$ cat config.mk
export PLATFORM = sky130hd
export DESIGN_NAME = cipher_bus_master_flat
export DESIGN_NICKNAME = d
export VERILOG_FILES = /design/src/rtl/cipher_bus_master_if.sv /design/src/rtl/cipher_bus_master.sv /design/src/flat_wrapper.sv
export SDC_FILE = /design/constraint.sdc
export NUM_CORES = 1
export LEC_CHECK = 0
export CORE_ASPECT_RATIO = 0.6
export CORE_MARGIN = 10
export CORE_UTILIZATION = 62
export CTS_BUF_LIST = sky130_fd_sc_hd__clkbuf_2
export CTS_CLUSTER_DIAMETER = 150
export DETAILED_ROUTE_END_ITERATION = 8
export PLACE_DENSITY_LB_ADDON = 0.3
export SLEW_MARGIN = 20
export SYNTH_ARGS = -nofsm -noshare
export SYNTH_HDL_FRONTEND = slang
export SYNTH_SLANG_ARGS = --single-unit
export TNS_END_PERCENT = 50
$ cat constraint.sdc
create_clock -name clk -period 7.63 [get_ports clk]
set_input_delay 1.526 -clock clk [delete_from_list [all_inputs] [get_ports clk]]
set_output_delay 1.526 -clock clk [all_outputs]
set_load 0.02 [all_outputs]
$ cat src/rtl/cipher_bus_master_if.sv
// AES cipher bus bundle: host request/response streams, core-side issue/result
// bus, and status outputs. master = cipher_bus_master view, slave = environment view.
interface cipher_bus_master_if #(
  parameter int MAX_OUTST = 4
);
  logic                           req_valid;
  logic                           req_ready;
  logic [127:0]                   req_data;
  logic                           req_ende;
  logic                           rsp_valid;
  logic                           rsp_ready;
  logic [127:0]                   rsp_data;
  logic                           rsp_ende;
  logic                           i_enable;
  logic                           i_ende;
  logic [127:0]                   i_data;
  logic                           i_data_valid;
  logic                           o_ready;
  logic                           o_data_valid;
  logic [127:0]                   o_data;
  logic [$clog2(MAX_OUTST+1)-1:0] outstanding;
  logic                           err_unexp;

  modport master (
    input  req_valid, req_data, req_ende, rsp_ready, o_ready, o_data_valid, o_data,
    output req_ready, rsp_valid, rsp_data, rsp_ende,
    output i_enable, i_ende, i_data, i_data_valid, outstanding, err_unexp
  );

  modport slave (
    output req_valid, req_data, req_ende, rsp_ready, o_ready, o_data_valid, o_data,
    input  req_ready, rsp_valid, rsp_data, rsp_ende,
    input  i_enable, i_ende, i_data, i_data_valid, outstanding, err_unexp
  );
endinterface

$ cat src/rtl/cipher_bus_master.sv
// Initiator end of the AES cipher bus: buffers host blocks, issues them to the core
// under credit and mode-switch rules, and returns in-order results to the host.
module cipher_bus_master #(
  parameter int REQ_DEPTH = 4,
  parameter int RSP_DEPTH = 4,
  parameter int MAX_OUTST = 4
) (
  input logic                 clk,
  input logic                 resetH,
  cipher_bus_master_if.master bus
);
  localparam int QA = $clog2(REQ_DEPTH);
  localparam int SA = $clog2(RSP_DEPTH);
  localparam int OW = $clog2(MAX_OUTST + 1);

  localparam logic [QA:0]   REQ_ONE   = 1;
  localparam logic [SA:0]   RSP_ONE   = 1;
  localparam logic [OW-1:0] OUT_ONE   = 1;
  localparam logic [OW-1:0] OUTST_MAX = OW'(MAX_OUTST);

  localparam logic [1:0] ST_IDLE  = 2'd0;
  localparam logic [1:0] ST_RUN   = 2'd1;
  localparam logic [1:0] ST_DRAIN = 2'd2;

  logic [128:0]  req_mem_q [REQ_DEPTH];
  logic [128:0]  rsp_mem_q [RSP_DEPTH];
  logic [QA:0]   req_wr_q, req_wr_d, req_rd_q, req_rd_d;
  logic [SA:0]   rsp_wr_q, rsp_wr_d, rsp_rd_q, rsp_rd_d;
  logic [SA:0]   rsp_cnt;
  logic [OW-1:0] outst_q, outst_d;
  logic [1:0]    state_q, state_d;
  logic          cur_ende_q, cur_ende_d;
  logic [127:0]  i_data_q, i_data_d;
  logic          i_dv_q, i_dv_d;
  logic          i_en_q;
  logic          err_q, err_d;

  logic          req_empty, req_full, req_push, req_empty_next;
  logic          rsp_nempty, rsp_pop;
  logic [128:0]  req_head, rsp_head;
  logic          run_ok, credit_ok, mode_ok, issue;
  logic          capture, unexp;

  assign req_empty = (req_wr_q == req_rd_q);
  assign req_full  = (req_wr_q[QA] != req_rd_q[QA]) && (req_wr_q[QA-1:0] == req_rd_q[QA-1:0]);
  assign req_head  = req_mem_q[req_rd_q[QA-1:0]];
  assign req_push  = bus.req_valid && bus.req_ready;

  assign rsp_cnt    = rsp_wr_q - rsp_rd_q;
  assign rsp_nempty = (rsp_wr_q != rsp_rd_q);
  assign rsp_head   = rsp_mem_q[rsp_rd_q[SA-1:0]];
  assign rsp_pop    = rsp_nempty && bus.rsp_ready;

  // A result slot is reserved at issue time, so captures can never hit a full response FIFO.
  assign run_ok    = (state_q == ST_RUN) || ((state_q == ST_DRAIN) && (outst_q == '0));
  assign credit_ok = (outst_q < OUTST_MAX) && ((32'(outst_q) + 32'(rsp_cnt)) < RSP_DEPTH);
  assign mode_ok   = (req_head[0] == cur_ende_q) || (outst_q == '0);
  assign issue     = run_ok && !req_empty && bus.o_ready && credit_ok && mode_ok;

  assign capture = bus.o_data_valid && (outst_q != '0);
  assign unexp   = bus.o_data_valid && (outst_q == '0);

  assign bus.req_ready    = !req_full && !resetH;
  assign bus.rsp_valid    = rsp_nempty;
  assign bus.rsp_data     = rsp_nempty ? rsp_head[128:1] : '0;
  assign bus.rsp_ende     = rsp_nempty ? rsp_head[0] : 1'b0;
  assign bus.i_enable     = i_en_q;
  assign bus.i_ende       = cur_ende_q;
  assign bus.i_data       = i_data_q;
  assign bus.i_data_valid = i_dv_q;
  assign bus.outstanding  = outst_q;
  assign bus.err_unexp    = err_q;

  always_comb begin
    req_wr_d   = req_push ? req_wr_q + REQ_ONE : req_wr_q;
    req_rd_d   = issue    ? req_rd_q + REQ_ONE : req_rd_q;
    rsp_wr_d   = capture  ? rsp_wr_q + RSP_ONE : rsp_wr_q;
    rsp_rd_d   = rsp_pop  ? rsp_rd_q + RSP_ONE : rsp_rd_q;
    cur_ende_d = issue ? req_head[0]      : cur_ende_q;
    i_data_d   = issue ? req_head[128:1]  : i_data_q;
    i_dv_d     = issue;
    err_d      = err_q | unexp;
    outst_d    = outst_q;
    if (issue && !capture) begin
      outst_d = outst_q + OUT_ONE;
    end else if (!issue && capture) begin
      outst_d = outst_q - OUT_ONE;
    end
  end

  assign req_empty_next = (req_wr_d == req_rd_d);

  always_comb begin
    state_d = state_q;
    case (state_q)
      ST_IDLE: begin
        if (!req_empty) state_d = ST_RUN;
      end
      ST_RUN: begin
        if (req_empty_next) begin
          state_d = ST_IDLE;
        end else if (!issue && (req_head[0] != cur_ende_q) && (outst_q != '0)) begin
          state_d = ST_DRAIN;
        end
      end
      ST_DRAIN: begin
        // Re-entry to RUN shares the edge with the first issue of the new mode.
        if (outst_q == '0) state_d = req_empty_next ? ST_IDLE : ST_RUN;
      end
      default: state_d = ST_IDLE;
    endcase
  end

  always_ff @(posedge clk) begin
    if (resetH) begin
      req_wr_q   <= '0;
      req_rd_q   <= '0;
      rsp_wr_q   <= '0;
      rsp_rd_q   <= '0;
      outst_q    <= '0;
      state_q    <= ST_IDLE;
      cur_ende_q <= 1'b0;
      i_data_q   <= '0;
      i_dv_q     <= 1'b0;
      i_en_q     <= 1'b0;
      err_q      <= 1'b0;
    end else begin
      req_wr_q   <= req_wr_d;
      req_rd_q   <= req_rd_d;
      rsp_wr_q   <= rsp_wr_d;
      rsp_rd_q   <= rsp_rd_d;
      outst_q    <= outst_d;
      state_q    <= state_d;
      cur_ende_q <= cur_ende_d;
      i_data_q   <= i_data_d;
      i_dv_q     <= i_dv_d;
      i_en_q     <= 1'b1;
      err_q      <= err_d;
    end
  end

  always_ff @(posedge clk) begin
    if (req_push) req_mem_q[req_wr_q[QA-1:0]] <= {bus.req_data, bus.req_ende};
    if (capture)  rsp_mem_q[rsp_wr_q[SA-1:0]] <= {bus.o_data, cur_ende_q};
  end
endmodule
$ cat src/flat_wrapper.sv
// flat-port wrapper written by rule: the top's interface ports become plain ports
module cipher_bus_master_flat 
#(
  parameter int REQ_DEPTH = 4,
  parameter int RSP_DEPTH = 4,
  parameter int MAX_OUTST = 4
)
  (clk, resetH, bus_req_valid, bus_req_data, bus_req_ende, bus_rsp_ready, bus_o_ready, bus_o_data_valid, bus_o_data, bus_req_ready, bus_rsp_valid, bus_rsp_data, bus_rsp_ende, bus_i_enable, bus_i_ende, bus_i_data, bus_i_data_valid, bus_outstanding, bus_err_unexp);
  cipher_bus_master_if #(.MAX_OUTST(MAX_OUTST)) bus_i ();
  input logic clk;
  input logic resetH;
  input wire logic [$bits(bus_i.req_valid)-1:0] bus_req_valid;
  input wire logic [$bits(bus_i.req_data)-1:0] bus_req_data;
  input wire logic [$bits(bus_i.req_ende)-1:0] bus_req_ende;
  input wire logic [$bits(bus_i.rsp_ready)-1:0] bus_rsp_ready;
  input wire logic [$bits(bus_i.o_ready)-1:0] bus_o_ready;
  input wire logic [$bits(bus_i.o_data_valid)-1:0] bus_o_data_valid;
  input wire logic [$bits(bus_i.o_data)-1:0] bus_o_data;
  output wire logic [$bits(bus_i.req_ready)-1:0] bus_req_ready;
  output wire logic [$bits(bus_i.rsp_valid)-1:0] bus_rsp_valid;
  output wire logic [$bits(bus_i.rsp_data)-1:0] bus_rsp_data;
  output wire logic [$bits(bus_i.rsp_ende)-1:0] bus_rsp_ende;
  output wire logic [$bits(bus_i.i_enable)-1:0] bus_i_enable;
  output wire logic [$bits(bus_i.i_ende)-1:0] bus_i_ende;
  output wire logic [$bits(bus_i.i_data)-1:0] bus_i_data;
  output wire logic [$bits(bus_i.i_data_valid)-1:0] bus_i_data_valid;
  output wire logic [$bits(bus_i.outstanding)-1:0] bus_outstanding;
  output wire logic [$bits(bus_i.err_unexp)-1:0] bus_err_unexp;
  assign bus_i.req_valid = bus_req_valid;
  assign bus_i.req_data = bus_req_data;
  assign bus_i.req_ende = bus_req_ende;
  assign bus_i.rsp_ready = bus_rsp_ready;
  assign bus_i.o_ready = bus_o_ready;
  assign bus_i.o_data_valid = bus_o_data_valid;
  assign bus_i.o_data = bus_o_data;
  assign bus_req_ready = bus_i.req_ready;
  assign bus_rsp_valid = bus_i.rsp_valid;
  assign bus_rsp_data = bus_i.rsp_data;
  assign bus_rsp_ende = bus_i.rsp_ende;
  assign bus_i_enable = bus_i.i_enable;
  assign bus_i_ende = bus_i.i_ende;
  assign bus_i_data = bus_i.i_data;
  assign bus_i_data_valid = bus_i.i_data_valid;
  assign bus_outstanding = bus_i.outstanding;
  assign bus_err_unexp = bus_i.err_unexp;
  cipher_bus_master #(.REQ_DEPTH(REQ_DEPTH), .RSP_DEPTH(RSP_DEPTH), .MAX_OUTST(MAX_OUTST)) u_core (.clk(clk), .resetH(resetH), .bus(bus_i));
endmodule
# Word level (Yosys, flattened, before mapping)
# Memories as Yosys holds them, arrays and structs flattened. A register that Yosys moved wholly into a read port is not among the register bits.
# Cells that the tools add are included.
# totals
input_bits,263
ramBits,1032
reg_bits,149
memories,2
output_inout_bits,266
elab_cells,84
# memory_table
name,depth,word_bits,rd,rd_ports_with_merged_regs,write_ports,line_no,source
u_core.req_mem_q,4,129,1,1,1,cipher_bus_master.sv:25,logic [128:0] req_mem_q [REQ_DEPTH];
u_core.rsp_mem_q,4,129,1,1,1,cipher_bus_master.sv:26,logic [128:0] rsp_mem_q [RSP_DEPTH];
# op_classes
n_addsub,8
magnitude_cmp,2
muxes,20
bitwise,1
n_eq_ne,12
n_reduce_logical,28
# ops
op,count
$mux W128,1
$lt A32 B3 Y1 const B,1
$logic_and A1 B1 Y1,16
$add A3 B1 Y3 const B,5
$mux W2,7
$mux W3,4
$mux W1,7
$eq A3 B3 Y1,2
$pmux W2 S3,1
$logic_not A1 Y1,5
$add A3 B3 Y4,1
$ne A2 B2 Y1 const B,2
$logic_not A3 Y1,1
$lt A3 B3 Y1 const B,1
$ne A3 B2 Y1 const B,1
$ne A3 B3 Y1,1
$reduce_and A3 Y1,1
$reduce_bool A3 Y1,1
$sub A3 B1 Y3 const B,1
$sub A3 B3 Y3,1
$eq A2 B1 Y1 const B,1
$eq A2 B2 Y1,1
$eq A2 B2 Y1 const B,1
$logic_not A2 Y1,1
other kinds (5),7

# Longest topological paths before layout
# Gate-level depths: netlist (run 1).
# logic_depth
word_depth,13
mapped_depth,18
ltp_nobuf,17

# Worst setup path after synthesis (run 1)
# No wires, ideal clock.
# synth_path
path_type,input-to-reg
start,in resetH
end,"mem u_core.req_mem_q[3][0], enable pin"
setup_time_ps,506
slack_ps,2072
path_stages,4
path_buffers,1
t_required_ps,7124
arrival_ps,5052
cell_sequence,clkbuf_1 -> nand2b_1 -> nor2_1 -> and2_1
# synth_between
elab_chain_len,5
# synth_lines
item,line_no,source
start: declaration,flat_wrapper.sv:11,input logic resetH;
$logic_not A1 Y1,cipher_bus_master.sv:63,assign bus.req_ready = !req_full && !resetH;
$logic_and A1 B1 Y1,cipher_bus_master.sv:63,
$logic_and A1 B1 Y1,cipher_bus_master.sv:47,assign req_push = bus.req_valid && bus.req_ready;
$mux W1,cipher_bus_master.sv:143,"if (req_push) req_mem_q[req_wr_q[QA-1:0]] <= {bus.req_data, bus.req_ende};"
$mux W1 (not written as such),cipher_bus_master.sv:143,
end: declaration,cipher_bus_master.sv:25,
# No other way between the ends.

# Worst setup path in the final report (run 1)
# layout_path
start,reg u_core.rsp_wr_q[0]
end,out bus_rsp_data[78]
# layout_between
elab_chain_len,2
# layout_lines
item,line_no,source
start: declaration,cipher_bus_master.sv:28,"logic [SA:0] rsp_wr_q, rsp_wr_d, rsp_rd_q, rsp_rd_d;"
start signal: assignment,cipher_bus_master.sv:130,rsp_wr_q <= rsp_wr_d;
$ne A3 B3 Y1,cipher_bus_master.sv:50,assign rsp_nempty = (rsp_wr_q != rsp_rd_q);
$mux W128,cipher_bus_master.sv:65,assign bus.rsp_data = rsp_nempty ? rsp_head[128:1] : '0;
end: declaration,flat_wrapper.sv:21,output wire logic [$bits(bus_i.rsp_data)-1:0] bus_rsp_data;
# No other way between the ends.

==> results of run 1 <==
## final cells by class
type	instances	area, sq um	area share, %
flip-flops and latches	1183	34000	64.5
multi-input cells	905	9650	18.3
repair buffers	553	5530	10.5
clock buffers	415	2080	3.94
well taps	924	1160	2.19
clock inverters	41	184	0.349
diodes	24	60.1	0.114
inverters	11	46.3	0.0878
## kinds of logic (layout without fill, tap and decap cells)
group	count (synthesis)	count (layout)
mux	260	260
flops	1183	1183
xor+xnor	21	21
other cells	0	24
compound gates	158	158
fa+ha+maj	17	17
simple gates	449	449
buf+inv	130	1020
## critical path: stages, from the launching register on
cell	delay, ns
dfxtp_1	0.37
inv_1	0.12
ha_1	0.34
nand3_4	0.42
buf_4	0.76
and2_1	0.26
clkdlybuf4s50_1	0.69
## power breakdown
part	leakage, nW	internal (mW)	switching, mW
clock	1.82	1.45	2.34
combinational	4.51	1.85	2.14
sequential	10.6	7.52	0.204
total	16.9	10.8	4.68
## state kept, by name (all words and copies together), names as in the netlist, 3 cells and up, named ones only
signal                  cells
u_core.rsp_rd_q             3
u_core.req_rd_q             3
u_core.bus.outstanding      3
u_core.rsp_wr_q             3
u_core.req_wr_q             3
u_core.req_mem_q          516
u_core.rsp_mem_q          516
u_core.bus.i_data         128
## cell usage after synthesis (2+ instances only)
library cell,n
a211oi_1,2
a21oi_1,67
a21oi_2,70
a31oi_1,5
and2_1,133
and3_1,4
buf_1,4
buf_2,33
buf_8,8
clkbuf_1,72
dfxtp_1,151
edfxtp_1,1032
fa_1,2
ha_1,15
inv_1,10
mux4_2,258
nand2_1,196
nand2_2,70
nand2b_1,3
nand3_1,9
nor2_1,19
nor2b_1,2
nor3_1,3
o21ai_0,6
o31ai_1,3
or3_1,3
xnor2_1,11
xor2_1,10
## how the worst min path moves through the flow
stage	from	endpoint
after floorplan	u_core.rsp_rd_q[1]$_SDFFE_PP0P_	flop
after global placement	u_core.bus.i_data[104]$_SDFFE_PP0P_	u_core.bus.i_data[104]$_SDFFE_PP0P_
after detailed placement	u_core.bus.i_data[104]$_SDFFE_PP0P_	u_core.bus.i_data[104]$_SDFFE_PP0P_
after CTS	resetH	u_core.bus.i_data[32]$_SDFFE_PP0P_
after global routing	resetH	u_core.bus.i_data[4]$_SDFFE_PP0P_
final	u_core.bus.i_data[104]$_SDFFE_PP0P_	u_core.bus.i_data[104]$_SDFFE_PP0P_
## per-stage QoR
stage | utilization (%) | setup WS (ns)
global route | 75.0 | 1.33
finish | 75.0 | 1.69
detailed placement | 71.7 | 2.13
CTS | 74.9 | 1.42
global placement | 71.7 | 2.17
floorplan | - | 2.07
## layout by cell type, fill, tap and decap left out, types with 11 or more instances in the layout
| cell type | n |
|---|---|
| a21oi_1 | 67 |
| a21oi_2 | 70 |
| and2_1 | 129 |
| buf_4 | 20 |
| clkbuf_2 | 415 |
| clkdlybuf4s50_1 | 527 |
| clkinv_1 | 33 |
| dfxtp_1 | 147 |
| diode_2 | 24 |
| edfxtp_1 | 1032 |
| ha_1 | 15 |
| mux4_2 | 258 |
| nand2_1 | 196 |
| nand2_2 | 70 |
| nor2_1 | 19 |
| xnor2_1 | 11 |
## layer usage
metal  GRT usage (%)  vias to the layer above  share of wire (%)  wire length, um
met5               0                        -              0.094               95
met4            12.2                       16                2.9             2920
met3            5.89                      173                6.4             6500
met2            39.7                      887                 52            52900
met1            30.2                    11900                 38            38400
li1                -                    10300                  -                -
==> impl_metrics.json, run 1 <==
{
  "run_status": "completed",
  "finalPower_mw": 15.5,
  "cp-endpoint": "bus_rsp_data[78]",
  "hold_viol_final": 0,
  "dieHeight_um": 227,
  "post-route-min-period_ns": 5.94,
  "dp.cells": 3576,
  "crit_fanout": 88,
  "die_x_um": 365,
  "async_flop_share_pct": 0,
  "grt_pass1_wl_mm": 150,
  "syn_area_sq_um": 44300,
  "nets": 3208,
  "startpoint_type": "flop",
  "syn_avg_cell_area_sq_um": 20.0,
  "grt_pass1_vias": 24900,
  "r2r_setup_slack_ns": 2.49,
  "yosysUniqueCellTypes": 45,
  "rr_endpoint": "u_core.bus.outstanding[2]$_SDFFE_PP0P_",
  "synth_edf_count": 1032,
  "vias_per_cell": 5.74,
  "synth_area_leaders": "edfxtp_1, mux4_2, dfxtp_1",
  "drtIter0Drc": 2010,
  "fmax_mhz": 168,
  "cts-root-buf": "clkbuf_2",
  "wl_per_cell_um": 24.8,
  "gp_congestion": 0.785,
  "syn-instance-count": 2218,
  "postCtsHoldBufs": 0,
  "clk_path_buf_depth": 4,
  "ys_warn_count": 0,
  "post-cts-setup-buffers": 0,
  "clk_latency_ns": 1.45,
  "hpwlAfterDp_mm": 61.0,
  "clkTransAtPathRegs_ns": 0.12,
  "synthDominantCellAreaShare_pct": 70.0,
  "fillers": 4053,
  "dpl_cell_area_sq_um": 50400,
  "hold_slack_ns": 0.463,
  "synthAdderAreaFrac_pct": 0.515,
  "synth-main-ff-cell": "edfxtp_1",
  "grt_max_degree": 117,
  "reg2reg_depth": 16,
  "p_leak_nw": 16.9,
  "ir_drop_v": 0.000292,
  "synth-simple-area-share_pct": 5.13,
  "relSlewSlack_pct": 24.3,
  "ys_seq_elements": 1183,
  "ys_seq_area_share_pct": 76.9,
  "worstHoldPathCells": 2,
  "setup_viol": 0,
  "cts_resized": 0,
  "start_util_pct": 63.0,
  "synth_nets": 2498,
  "rsz0062_at_grt": "false",
  "cts_tree": "done",
  "r2r-start": "u_core.rsp_wr_q[0]$_SDFFE_PP0P_",
  "cts.sinks": 1183,
  "h-tree-depth": 5,
  "worstSetupEndpointType": "output pin",
  "grt.total_usage_pct": 24.2,
  "hold_class": "flop to flop",
  "num_rows": 75,
  "port_buffers": 528,
  "yosys.area_share.xor_xnor_pct": 0.416,
  "crit_arrival_ns": 4.41,
  "power.density_nw_per_um2": 294,
  "coreArea_sq_um": 70300,
  "max_cap_violations": 0,
  "num_vias": 23300,
  "die_area_sq_um": 82800,
  "cp.required_ns": 6.10,
  "synth_mux_area_share_pct": 13.2,
  "timing.final.crit_share_pct": 77.8,
  "antenna_found_initial": 30,
  "drive_gt1_share_pct": 27.8,
  "drv_slew": 0,
  "crit_type": "flop to output pin",
  "firstDrtPassIters": 5,
  "ios": 529,
  "area_growth_pct": 19.2,
  "drc": 0,
  "ant_nets": 0,
  "critPathLaunch": "u_core.rsp_wr_q[0]$_SDFFE_PP0P_",
  "synth_compound_area_share_pct": 2.47,
  "setup_tns_ns": 0,
  "yosysTopAreaCell": "edfxtp_1",
  "synth_top_family_by_area": "multiplexers",
  "finalInstanceArea_sq_um": 52700,
  "skew_ns": 0.100,
  "grt-ovfl-total": 0,
  "cts_inserted_buffers": 274,
  "fin_cells": 4056,
  "max_slew.worst_pin.slew_ns": 1.14,
  "wirelength_mm": 101
}
No activity file was read; power rests on OpenSTA's default activity.
==> inputs of run 2 (changes only) <==
--- a/config.mk
+++ b/config.mk
@@ -7,7 +7,7 @@
 export LEC_CHECK = 0
 export CORE_ASPECT_RATIO = 0.6
 export CORE_MARGIN = 10
-export CORE_UTILIZATION = 62
+export CORE_UTILIZATION = 58
 export CTS_BUF_LIST = sky130_fd_sc_hd__clkbuf_2
 export CTS_CLUSTER_DIAMETER = 150
 export DETAILED_ROUTE_END_ITERATION = 8
==> constraint.sdc (replaced) <==
create_clock -name clk -period 6.2 [get_ports clk]
set_input_delay 1.24 -clock clk [delete_from_list [all_inputs] [get_ports clk]]
set_output_delay 1.24 -clock clk [all_outputs]
set_load 0.02 [all_outputs]
==> run 2 against run 1 <==
  * First-iteration DRC count down 27%
  * Clock skew increased by 0.021 ns
  * Global-route usage decreased by 1.7 points
  * Worst setup slack worse by 1.2 ns
  * Critical path depth did not move
==> impl_metrics.json, run 2 (synthesized netlist as in run 1, its figures left out) <==
{
  "run_status": "completed",
  "skew_ns": 0.121,
  "crit_type": "flop to output pin",
  "finalInstanceArea_sq_um": 52900,
  "start_util_pct": 58.6,
  "timing.final.crit_share_pct": 91.8,
  "dieHeight_um": 234,
  "grt-ovfl-total": 0,
  "drv_slew": 0,
  "r2r_setup_slack_ns": 1.79,
  "ant_nets": 0,
  "startpoint_type": "flop",
  "h-tree-depth": 5,
  "fin_cells": 4132,
  "ios": 529,
  "final_cell_mix": "edfxtp_1, clkdlybuf4s50_1, clkbuf_2, mux4_2, nand2_1",
  "hpwlAfterDp_mm": 59.6,
  "num_rows": 78,
  "drive_gt1_share_pct": 27.8,
  "ir_drop_v": 0.000342,
  "vias_per_cell": 5.59,
  "crit_arrival_ns": 4.45,
  "firstDrtPassIters": 5,
  "post-route-min-period_ns": 5.69,
  "rr_endpoint": "u_core.bus.outstanding[2]$_SDFFE_PP0P_",
  "wl_per_cell_um": 24.1,
  "grt.total_usage_pct": 22.5,
  "nets": 3213,
  "grt_pass1_vias": 24700,
  "cts.sinks": 1183,
  "num_vias": 23100,
  "cts-root-buf": "clkbuf_2",
  "max_slew.worst_pin.slew_ns": 1.04,
  "rsz0062_at_grt": "false",
  "drc": 0,
  "final_common_cell": "edfxtp_1",
  "utilization_pct": 70.1,
  "wirelength_mm": 99.5,
  "clk_path_buf_depth": 4,
  "crit_fanout": 90,
  "post-cts-setup-buffers": 0,
  "grt_pass1_wl_mm": 149,
  "gp_congestion": 0.747,
  "r2r-start": "u_core.rsp_wr_q[0]$_SDFFE_PP0P_",
  "worstSetupEndpointType": "output pin",
  "port_buffers": 528,
  "cp.required_ns": 4.96,
  "grt_max_degree": 133,
  "p_leak_nw": 16.9,
  "clkTransAtPathRegs_ns": 0.13,
  "antenna_found_initial": 15,
  "max_cap_violations": 0,
  "dpl_cell_area_sq_um": 50600,
  "cts_tree": "done",
  "area_growth_pct": 19.6,
  "cts_inserted_buffers": 277,
  "cp-endpoint": "bus_rsp_data[65]",
  "hold_viol_final": 0,
  "power.density_nw_per_um2": 361,
  "hold_class": "input port to flop",
  "reg2reg_depth": 16,
  "relSlewSlack_pct": 30.7,
  "dp.cells": 3653,
  "setup_viol": 0,
  "die_area_sq_um": 88100,
  "setup_tns_ns": 0,
  "drtIter0Drc": 1458,
  "fmax_mhz": 176,
  "critPathLaunch": "u_core.rsp_wr_q[0]$_SDFFE_PP0P_",
  "coreArea_sq_um": 75500,
  "clk_latency_ns": 1.52,
  "die_x_um": 377
}
[run 2: what timing repair did]
item | CTS | global route
endpoints found under the hold margin | 18 | 0
resized for setup | 0 | 0
hold buffers | 1 | 0
[run 2: stage by stage]
| stage | total power [mW] | setup WS [ns] | hold WS, ns |
|---|---|---|---|
| global route | 20.0 | 0.149 | 0.201 |
| global placement | 14.6 | 1.78 | 0.443 |
| floorplan | 12.5 | 0.928 | 0.467 |
| CTS | 19.3 | 0.247 | 0.111 |
| detailed placement | 14.7 | 1.72 | 0.446 |
| finish | 19.1 | 0.510 | 0.347 |
[run 2: critical path: stages, from the launching register on]
cell and delay (ns):
dfxtp_1 0.37, inv_1 0.11, ha_1 0.33, nand3_4 0.40, buf_4 0.73, and2_1 0.31
clkdlybuf4s50_1 0.64
[run 2: worst min-delay path by stage]
stage                                              startpoint                             endpoint  slack [ns]  cells past startpoint
after floorplan               u_core.rsp_rd_q[1]$_SDFFE_PP0P_                                 flop        0.47                      2
after global placement    u_core.bus.i_data[109]$_SDFFE_PP0P_  u_core.bus.i_data[109]$_SDFFE_PP0P_        0.44                      2
after global routing                           bus_o_data[58]    u_core.rsp_mem_q[3][59]$_DFFE_PP_        0.20                      1
final                                        bus_req_data[36]    u_core.req_mem_q[2][37]$_DFFE_PP_        0.35                      1
after detailed placement  u_core.bus.i_data[104]$_SDFFE_PP0P_  u_core.bus.i_data[104]$_SDFFE_PP0P_        0.45                      2
after CTS                                      bus_o_data[78]    u_core.rsp_mem_q[0][79]$_DFFE_PP_        0.11                      1
[run 2: metal layers]
layer	up-vias	GRT usage [%]	share of wire, %
met2	819	38.6	53
li1	10300	-	-
met1	11800	27.5	38
met3	155	5.42	5.9
met4	4	9.33	2.5
met5	-	0	0.032
[run 2: power by group]
part / internal, mW / leakage, nW / switching, mW / total, mW
Combinational: 2.30 / 4.54 / 2.62 / 4.92
Clock: 1.79 / 1.82 / 2.87 / 4.66
Sequential: 9.25 / 10.6 / 0.250 / 9.50
Total: 13.3 / 16.9 / 5.73 / 19.1
[run 2: cell type report]
class	instances	area, sq um
well taps	1000	1250
clock inverters	45	199
fillers	4772	22600
clock buffers	415	2080
inverters	11	46.3
repair buffers	555	5630
flip-flops and latches	1183	34000
diodes	18	45.0
multi-input cells	905	9650
==> inputs of run 3 (changes only) <==
--- a/config.mk
+++ b/config.mk
@@ -5,13 +5,14 @@
 export SDC_FILE = /design/constraint.sdc
 export NUM_CORES = 1
 export LEC_CHECK = 0
+export ABC_CLOCK_PERIOD_IN_PS = 6200
 export CORE_ASPECT_RATIO = 0.6
 export CORE_MARGIN = 10
 export CORE_UTILIZATION = 58
 export CTS_BUF_LIST = sky130_fd_sc_hd__clkbuf_2
 export CTS_CLUSTER_DIAMETER = 150
 export DETAILED_ROUTE_END_ITERATION = 8
-export PLACE_DENSITY_LB_ADDON = 0.3
+export PLACE_DENSITY = 0.85
 export SLEW_MARGIN = 20
 export SYNTH_ARGS = -nofsm -noshare
 export SYNTH_HDL_FRONTEND = slang
==> run 3 against run 2 <==
  * Via count is 2.0% higher
  * Hold slack worse by 0.016 ns
  * Critical path type unchanged
  * Die area unchanged
  * Non-clock buffer count shrank 1
  * Sequential power about the same
  * Combinational power rose by 1%
  * Routed wire length up 5.3%
  * Utilization is 0.12 points higher
  * Critical endpoint is now bus_rsp_data[102]
==> impl_metrics.json, run 3 (synthesized netlist as in run 1, its figures left out) <==
{
  "fmax_mhz": 176,
  "nets": 3212,
  "clkTransAtPathRegs_ns": 0.12,
  "r2r-start": "u_core.rsp_wr_q[0]$_SDFFE_PP0P_",
  "ant_nets": 0,
  "drv_slew": 0,
  "max_slew.worst_pin.slew_ns": 1.06,
  "run_status": "completed",
  "worstHoldPathCells": 1,
  "firstDrtPassIters": 7,
  "area_growth_pct": 19.8,
  "hold_viol_final": 0,
  "h-tree-depth": 5,
  "die_x_um": 377,
  "coreArea_sq_um": 75500,
  "wirelength_mm": 105,
  "rsz0062_at_grt": "false",
  "hpwlAfterDp_mm": 64.2,
  "timing.final.crit_share_pct": 91.6,
  "rr_endpoint": "u_core.bus.i_data[121]$_SDFFE_PP0P_",
  "cp.required_ns": 4.96,
  "num_rows": 78,
  "min_from": "bus_req_data[69]",
  "fillers": 4667,
  "grt.total_usage_pct": 23.6,
  "worstSetupEndpointType": "output pin",
  "crit_fanout": 72,
  "drtIter0Drc": 2126,
  "setup_viol": 0,
  "relSlewSlack_pct": 29.6,
  "post-route-min-period_ns": 5.68,
  "crit_arrival_ns": 4.44,
  "setup_tns_ns": 0,
  "vias_per_cell": 5.68,
  "cts-root-buf": "clkbuf_2",
  "startpoint_type": "flop",
  "cpMaxStageDelayCell": "clkdlybuf4s50_1",
  "antenna_found_initial": 31,
  "critPathLaunch": "u_core.rsp_wr_q[0]$_SDFFE_PP0P_",
  "drive_gt1_share_pct": 28.1,
  "max_cap_violations": 0,
  "crit_family": "buffers and inverters",
  "wl_per_cell_um": 25.2,
  "die_area_sq_um": 88100,
  "grt_max_degree": 133,
  "num_vias": 23600,
  "grt-ovfl-total": 0,
  "crit_buf_inv": 3,
  "path_cells": "inv_1, ha_1, nand3_4, buf_4, and2_1, clkdlybuf4s50_1",
  "r2r_setup_slack_ns": 1.93,
  "reg2reg_depth": 13,
  "ir_drop_v": 0.000293,
  "skew_ns": 0.115,
  "slowest_delay_ns": 0.65,
  "cts_tree": "done",
  "hold_end": "u_core.req_mem_q[3][70]$_DFFE_PP_",
  "grt_pass1_vias": 25000,
  "cts_inserted_buffers": 277,
  "port_buffers": 528,
  "dieHeight_um": 234,
  "final_cell_mix": "edfxtp_1, clkdlybuf4s50_1, clkbuf_2, mux4_2, nand2_1",
  "grt_pass1_wl_mm": 156,
  "clk_path_buf_depth": 4,
  "drc": 0,
  "ios": 529,
  "cts_resized": 0,
  "gp_congestion": 0.776,
  "hold_slack_ns": 0.330,
  "final_common_cell": "edfxtp_1",
  "clk_latency_ns": 1.54,
  "power.density_nw_per_um2": 363,
  "hold_class": "input port to flop",
  "p_leak_nw": 17.0,
  "cts.sinks": 1183,
  "start_util_pct": 58.6,
  "crit_type": "flop to output pin"
}
-- run 3: report_power, final --
part	internal, mW	switching [mW]
sequential	9.25	0.256
clock	1.86	2.92
combinational	2.30	2.66
total	13.4	5.84
-- run 3: cell type report --
class	count	area [sq um]	share of cell area [%]
repair buffers	554	5630	10.6
inverters	11	46.3	0.0873
multi-input cells	905	9650	18.2
clock inverters	39	204	0.385
well taps	1000	1250	2.36
clock buffers	422	2110	3.98
diodes	37	92.6	0.175
flip-flops and latches	1183	34000	64.2
-- run 3: metrics by stage --
step                power (mW)  std cells  util [%]  area (sq um)  setup slack [ns]
floorplan                 12.5       2218         -         44300             0.928
global placement          14.6       3652      67.0         50600              1.73
detailed placement        14.7       3652      67.0         50600              1.83
CTS                       19.5       4114      70.1         52900             0.323
global route              20.1       4146      70.2         53000             0.125
finish                    19.3       4151      70.2         53000             0.523
-- run 3: worst max-delay path by stage --
stage	endpoint	slack [ns]	cells past startpoint
finish	bus_rsp_data[102]	0.52	6
CTS	bus_rsp_data[61]	0.32	6
global placement	u_core.bus.outstanding[2]$_SDFFE_PP0P_	1.73	12
floorplan	u_core.req_mem_q[3][0]$_DFFE_PP_	0.93	4
global route	bus_rsp_data[102]	0.13	6
detailed placement	u_core.bus.outstanding[2]$_SDFFE_PP0P_	1.83	12
-- run 3: per-layer routing --
metal	part of all wire, %	GRT usage [%]	vias up
li1	-	-	10300
met1	38	29.2	12100
met2	52	39.1	904
met3	6.1	5.41	203
met4	3.3	12.6	10
met5	0.054	0	-
-- run 3: repair_timing --
item                                   in CTS  in global routing
hold buffers                                1                  0
endpoints found under the hold margin       1                  0
buffers inserted                            0                  0
